### src/rtl/sm83_irq_pkg.sv
`default_nettype none
// ============================================================================
//  Module   : sm83_irq_pkg
//  Purpose  : Shared types and constants for the SM83 interrupt dispatcher.
//             State encoding of the dispatch sequencer, default vector
//             placement and a helper that maps a source index to its vector.
//  Revision : 1.0 - initial release
// ============================================================================
package sm83_irq_pkg;

    typedef enum logic [2:0] {
        IDLE    = 3'd0,
        WAIT0   = 3'd1,
        WAIT1   = 3'd2,
        PUSH_HI = 3'd3,
        PUSH_LO = 3'd4,
        JUMP    = 3'd5
    } irq_state_t;

    localparam int          C_N_IRQ      = 5;
    localparam logic [15:0] C_VEC_BASE   = 16'h0040;
    localparam int          C_VEC_STRIDE = 8;

    // Target PC of source idx: base + idx * stride, truncated to 16 bits.
    function automatic logic [15:0] vec_addr(input logic [15:0] base,
                                             input int          stride,
                                             input int          idx);
        return base + 16'(stride * idx);
    endfunction

endpackage
`default_nettype wire

### src/rtl/sm83_irq_prio.sv
`default_nettype none
// ============================================================================
//  Module   : sm83_irq_prio
//  Purpose  : Combinational fixed-priority encoder. Bit 0 has the highest
//             priority (lowest set index wins).
//  Ports    : i_pending  - request vector
//             o_valid    - at least one request present
//             o_idx      - index of the winning request (0 when none)
//             o_onehot   - one-hot of the winning request (0 when none)
//  Revision : 1.0 - initial release
// ============================================================================
module sm83_irq_prio #(
    parameter int N_IRQ = 5,
    parameter int IDX_W = 3
) (
    input  logic [N_IRQ-1:0] i_pending,
    output logic             o_valid,
    output logic [IDX_W-1:0] o_idx,
    output logic [N_IRQ-1:0] o_onehot
);

    // Scan from the top down so the lowest set index is the last writer.
    always_comb begin
        o_valid  = 1'b0;
        o_idx    = '0;
        o_onehot = '0;
        for (int i = N_IRQ - 1; i >= 0; i--) begin
            if (i_pending[i]) begin
                o_valid     = 1'b1;
                o_idx       = IDX_W'(i);
                o_onehot    = '0;
                o_onehot[i] = 1'b1;
            end
        end
    end

endmodule
`default_nettype wire

### src/rtl/sm83_irq_dispatch.sv
`default_nettype none
// ============================================================================
//  Module   : sm83_irq_dispatch
//  Purpose  : SM83 interrupt dispatcher. Masks the latched requests with IE,
//             raises HALT wake-up, and sequences the 5-M-cycle dispatch
//             (WAIT0, WAIT1, PUSH_HI, PUSH_LO, JUMP).
//  Ports    : clk, reset_n (sync, active-low), m_tick (M-cycle strobe)
//             irq_q_n/ie/ime    - request inputs (requests active-low)
//             fetch_boundary    - instruction boundary, sampled with m_tick
//             halted            - core in HALT
//             busy              - sequence in progress
//             clr_ime           - one-clk pulse after dispatch entry
//             push_hi/push_lo/jump - M-cycle decodes for bus / PC sequencers
//             ack               - one-clk one-hot clear of serviced latch
//             vector            - resolved target PC
//             wake              - registered HALT exit request
//  Revision : 1.0 - initial release
// ============================================================================
module sm83_irq_dispatch
    import sm83_irq_pkg::*;
#(
    parameter int          N_IRQ      = C_N_IRQ,
    parameter logic [15:0] VEC_BASE   = C_VEC_BASE,
    parameter int          VEC_STRIDE = C_VEC_STRIDE
) (
    input  logic             clk,
    input  logic             reset_n,
    input  logic             m_tick,
    input  logic [N_IRQ-1:0] irq_q_n,
    input  logic [N_IRQ-1:0] ie,
    input  logic             ime,
    input  logic             fetch_boundary,
    input  logic             halted,
    output logic             busy,
    output logic             clr_ime,
    output logic             push_hi,
    output logic             push_lo,
    output logic             jump,
    output logic [N_IRQ-1:0] ack,
    output logic [15:0]      vector,
    output logic             wake
);

    localparam int IDX_W = (N_IRQ > 1) ? $clog2(N_IRQ) : 1;

    irq_state_t       r_state;
    irq_state_t       w_state_nxt;

    logic [N_IRQ-1:0] w_pending;
    logic             w_any_pending;
    logic             w_entry;
    logic             w_resolve;
    logic             w_valid;
    logic [IDX_W-1:0] w_idx;
    logic [N_IRQ-1:0] w_onehot;
    logic [15:0]      w_vec_res;

    logic             r_busy;
    logic             r_clr_ime;
    logic             r_push_hi;
    logic             r_push_lo;
    logic             r_jump;
    logic [N_IRQ-1:0] r_ack;
    logic [N_IRQ-1:0] r_ack_sel;
    logic [15:0]      r_vector;
    logic             r_wake;

    assign w_pending     = ~irq_q_n & ie;
    assign w_any_pending = |w_pending;

    // Entry is allowed from IDLE, and also on the tick that ends JUMP so
    // back-to-back dispatches need no idle M-cycle between them.
    assign w_entry = m_tick & fetch_boundary & ime & w_any_pending &
                     ((r_state == IDLE) || (r_state == JUMP));

    // Late resolution: pending is sampled as the PUSH_HI cycle closes, so an
    // IE write by the high-byte push can still cancel the dispatch.
    assign w_resolve = m_tick & (r_state == PUSH_HI);

    sm83_irq_prio #(
        .N_IRQ (N_IRQ),
        .IDX_W (IDX_W)
    ) u_prio (
        .i_pending (w_pending),
        .o_valid   (w_valid),
        .o_idx     (w_idx),
        .o_onehot  (w_onehot)
    );

    assign w_vec_res = w_valid ? vec_addr(VEC_BASE, VEC_STRIDE, int'(w_idx))
                               : 16'h0000;

    always_ff @(posedge clk) begin
        if (!reset_n) begin
            r_state <= IDLE;
        end else begin
            r_state <= w_state_nxt;
        end
    end

    always_comb begin
        w_state_nxt = r_state;
        case (r_state)
            IDLE:    if (w_entry) w_state_nxt = WAIT0;
            WAIT0:   if (m_tick)  w_state_nxt = WAIT1;
            WAIT1:   if (m_tick)  w_state_nxt = PUSH_HI;
            PUSH_HI: if (m_tick)  w_state_nxt = PUSH_LO;
            PUSH_LO: if (m_tick)  w_state_nxt = JUMP;
            JUMP:    if (m_tick)  w_state_nxt = w_entry ? WAIT0 : IDLE;
            default:              w_state_nxt = IDLE;
        endcase
    end

    // Outputs are registered from the next state so they line up exactly
    // with r_state; clr_ime and ack derive from single-edge events and are
    // therefore one clk wide even when m_tick is held high.
    always_ff @(posedge clk) begin
        if (!reset_n) begin
            r_busy    <= 1'b0;
            r_clr_ime <= 1'b0;
            r_push_hi <= 1'b0;
            r_push_lo <= 1'b0;
            r_jump    <= 1'b0;
            r_ack     <= '0;
            r_ack_sel <= '0;
            r_vector  <= 16'h0000;
            r_wake    <= 1'b0;
        end else begin
            r_busy    <= (w_state_nxt != IDLE);
            r_clr_ime <= w_entry;
            r_push_hi <= (w_state_nxt == PUSH_HI);
            r_push_lo <= (w_state_nxt == PUSH_LO);
            r_jump    <= (w_state_nxt == JUMP);
            r_ack     <= (m_tick && (r_state == PUSH_LO)) ? r_ack_sel : '0;
            if (w_resolve) begin
                r_vector  <= w_vec_res;
                r_ack_sel <= w_onehot;
            end
            r_wake    <= halted & w_any_pending;
        end
    end

    assign busy    = r_busy;
    assign clr_ime = r_clr_ime;
    assign push_hi = r_push_hi;
    assign push_lo = r_push_lo;
    assign jump    = r_jump;
    assign ack     = r_ack;
    assign vector  = r_vector;
    assign wake    = r_wake;

endmodule
`default_nettype wire

### config.mk
export PLATFORM = sky130hd
export DESIGN_NAME = sm83_irq_dispatch
export DESIGN_NICKNAME = d
export VERILOG_FILES = /design/src/rtl/sm83_irq_pkg.sv /design/src/rtl/sm83_irq_prio.sv /design/src/rtl/sm83_irq_dispatch.sv
export SDC_FILE = /design/constraint.sdc
export NUM_CORES = 1
export LEC_CHECK = 0
export CORE_MARGIN = 10
export CORE_UTILIZATION = 46
export CTS_CLUSTER_SIZE = 12
export DETAILED_ROUTE_END_ITERATION = 7
export PLACE_DENSITY_LB_ADDON = 0.08
export SYNTH_ARGS = -nofsm -noshare
export SYNTH_HDL_FRONTEND = slang
export SYNTH_SLANG_ARGS = --single-unit
### constraint.sdc
create_clock -name clk -period 2.6 [get_ports clk]
set_clock_uncertainty 0.2 [all_clocks]
set_input_delay 0.39 -clock clk [delete_from_list [all_inputs] [get_ports clk]]
set_output_delay 0.39 -clock clk [all_outputs]
set_load 0.01 [all_outputs]
==> run metrics <==
status completed; Critical Path RT ~2700 ps; CTS clk-pin slew, worst paths about 130 ps; Post-DP Area about 0.0013 mm2; Layout Nets 161; starting density of the core 0.494; min-delay worst type register to register; commonest non-fill, non-tap cell in the layout clkdlybuf4s50_1; initial antenna violation count 0; vias in the first global route around 800; worst-path fanout max 12; CTS root buffer clkbuf_4; TritonRoute pass-1 iters 4; DR vias 800; Post-Layout Cell Count ~170; share of cells above drive strength 1 0.0833; setup violators final 0; register area share after synthesis 0.413; RSZ-0062 raised after global routing no; Placed Cells incl. Taps 168; Core Footprint between 0.002 and 0.0025 mm2; Crit. Startpoint m_tick; Crit Path Category primary input to register; max-slew violation count 0; cell area power density 447 mW/mm2; CP peak stage delay about 700 ps; first-pass GRT wire length around 3500 um; synth-to-layout area growth 23.1%; most frequent cells in the layout 30 x clkdlybuf4s50_1, 23 x dfxtp_1, 12 x a21oi_1, 12 x conb_1; Slowest-stage cell, CP clkdlybuf4s50_1; Routed wire per std cell ~12 um; maximum clock path buffer count 2; diodes inserted 0; CTS tree built; CP startpoint kind primary input; arrival time at the worst endpoint 1920 ps; fin crit period between 1500 and 2000 ps; die width just under 70 um; Synth area leaders dfxtp_1 41%, buf_4 8.1%, a21oi_1 5.4%; P_leak around 0.00055 uW; port buffer count 30; CTS Hold Buffers Added 0; CTS HTree Levels 1; Post-Syn Area between 0.001 and 0.0015 mm2; hpwl dp 1680 um; post-route cell area roughly 0.0014 mm2; Final Hold Fails 0; total setup buffers inserted after CTS 0; Total GRT Usage 0.0838; commonest register cell after synthesis dfxtp_1; DIE AREA approximately 0.0048 mm2; First DRT Iteration DRCs 16; final WL around 2100 um; Yosys warnings 0; Skew-Pair Late Insertion Delay between 300 and 400 ps; register bit count reported by yosys 23; largest net degree at the start of global routing 14; Worst Setup End Kind register; Post-DRT Antenna Nets 0; count of different cell masters after synthesis 34; Cell Chain, Critical Path clkdlybuf4s50_1 -> nand4b_4 -> a2111oi_0 -> a21oi_1 -> nor2_1; Max Cap Violations 0; CTS buffer count 3; maximum VDD drop around 0.23 mV; setup TNS 0 ps; # DRC 0; Synth async-reset ratio 0; grt ovf 0; Die Y-Extent about 69 um; top-area cell type share of the netlist area 0.413; hold path startpoint r_ack_sel[4]; vias per inst approximately 4.7; Mean Syn Cell Area between 9 and 10 um2; EDFF count, synth 0; CTS Sinks 23; post-cts sizing count 0; final worst-path cycle share 0.716; post-synth top area cell dfxtp_1; IO Count 43; Rows 17; max frequency ~0.54 GHz; post-synthesis cell count about 120; reg-to-reg startpoint r_state[0]; Final Wtd Congestion around 0.84
per-stage QoR:
step	hold WS (ps)	util	setup WS, ps	power (uW)
2_1_floorplan	227	-	1090	436
3_3_place_gp	240	0.596	455	453
3_5_place_dp	245	0.596	405	454
4_1_cts	263	0.608	737	616
5_1_grt	276	0.608	629	641
6_report	264	0.608	738	613
synth_stat cells, drive strengths merged (2+ instances only):
cell type,number
buf,17
or2b,2
nor2b,4
nand3,4
nor2,8
dfxtp,23
o211ai,4
and2,6
nand2b,2
nand4b,2
xor2,3
o21ai,2
nor3,3
a21oi,12
nand2,9
inv,2
final cells by class:
| class | instances | area [um2] |
|---|---|---|
| repair buffers | 30 | 300 |
| multi-input cells | 84 | 537 |
| clock buffers | 3 | 22.5 |
| flip-flops and latches | 23 | 460 |
| inverters | 3 | 11.3 |
| fillers | 210 | 883 |
| well taps | 28 | 35.0 |
| clock inverters | 1 | 5.00 |
sequential cells by signal, indices dropped and copies added, names as in the netlist:
name and flops:
ack 5, busy 1, clr_ime 1, jump 1, push_hi 1, push_lo 1, r_ack_sel 5, r_state 3
vector 4, wake 1
cells by family (layout without fill, tap and decap cells):
kind of cell              Yosys count  after routing  share of synthesized area
DFF                                23             23                      0.413
and+or+nand+nor                    45             45                      0.282
xor gates and xnor gates            3              3                     0.0236
buffers and inverters              20             37                      0.142
other                               1             12                    0.00337
AOI/OAI and AO/OA                  23             23                      0.127
muxes                               1              1                    0.00899
critical path, delay by kind of cell:
| family | cells | cell delay, ps |
|---|---|---|
| compound gates | 2 | 520 |
| simple gates | 2 | 320 |
| buf+inv | 1 | 700 |
path summary, 6_finish.rpt:
kind             endpoint  slack [ps]  cells past startpoint
max             vector[4]         740                      5
max reg2reg     vector[4]         870                      4
min reg2reg  r_ack_sel[4]         260                      2
min          r_ack_sel[4]         260                      2
where the power goes:
part / internal, uW / leakage (uW) / switching [uW] / total [uW]
clock network: 57.5 / 0.0000177 / 108 / 166
registers: 358 / 0.000186 / 8.13 / 366
logic: 43.0 / 0.000346 / 37.8 / 80.8
metal layers:
metal  GRT usage  share of wire  vias to the layer above
met5           0              0                        -
met2       0.118           0.40                       32
met3      0.0442          0.096                        2
met1       0.103           0.50                      337
li1            -              -                      429
met4      0.0333         0.0038                        0
Note: power is estimated with default switching activity, not from simulation.
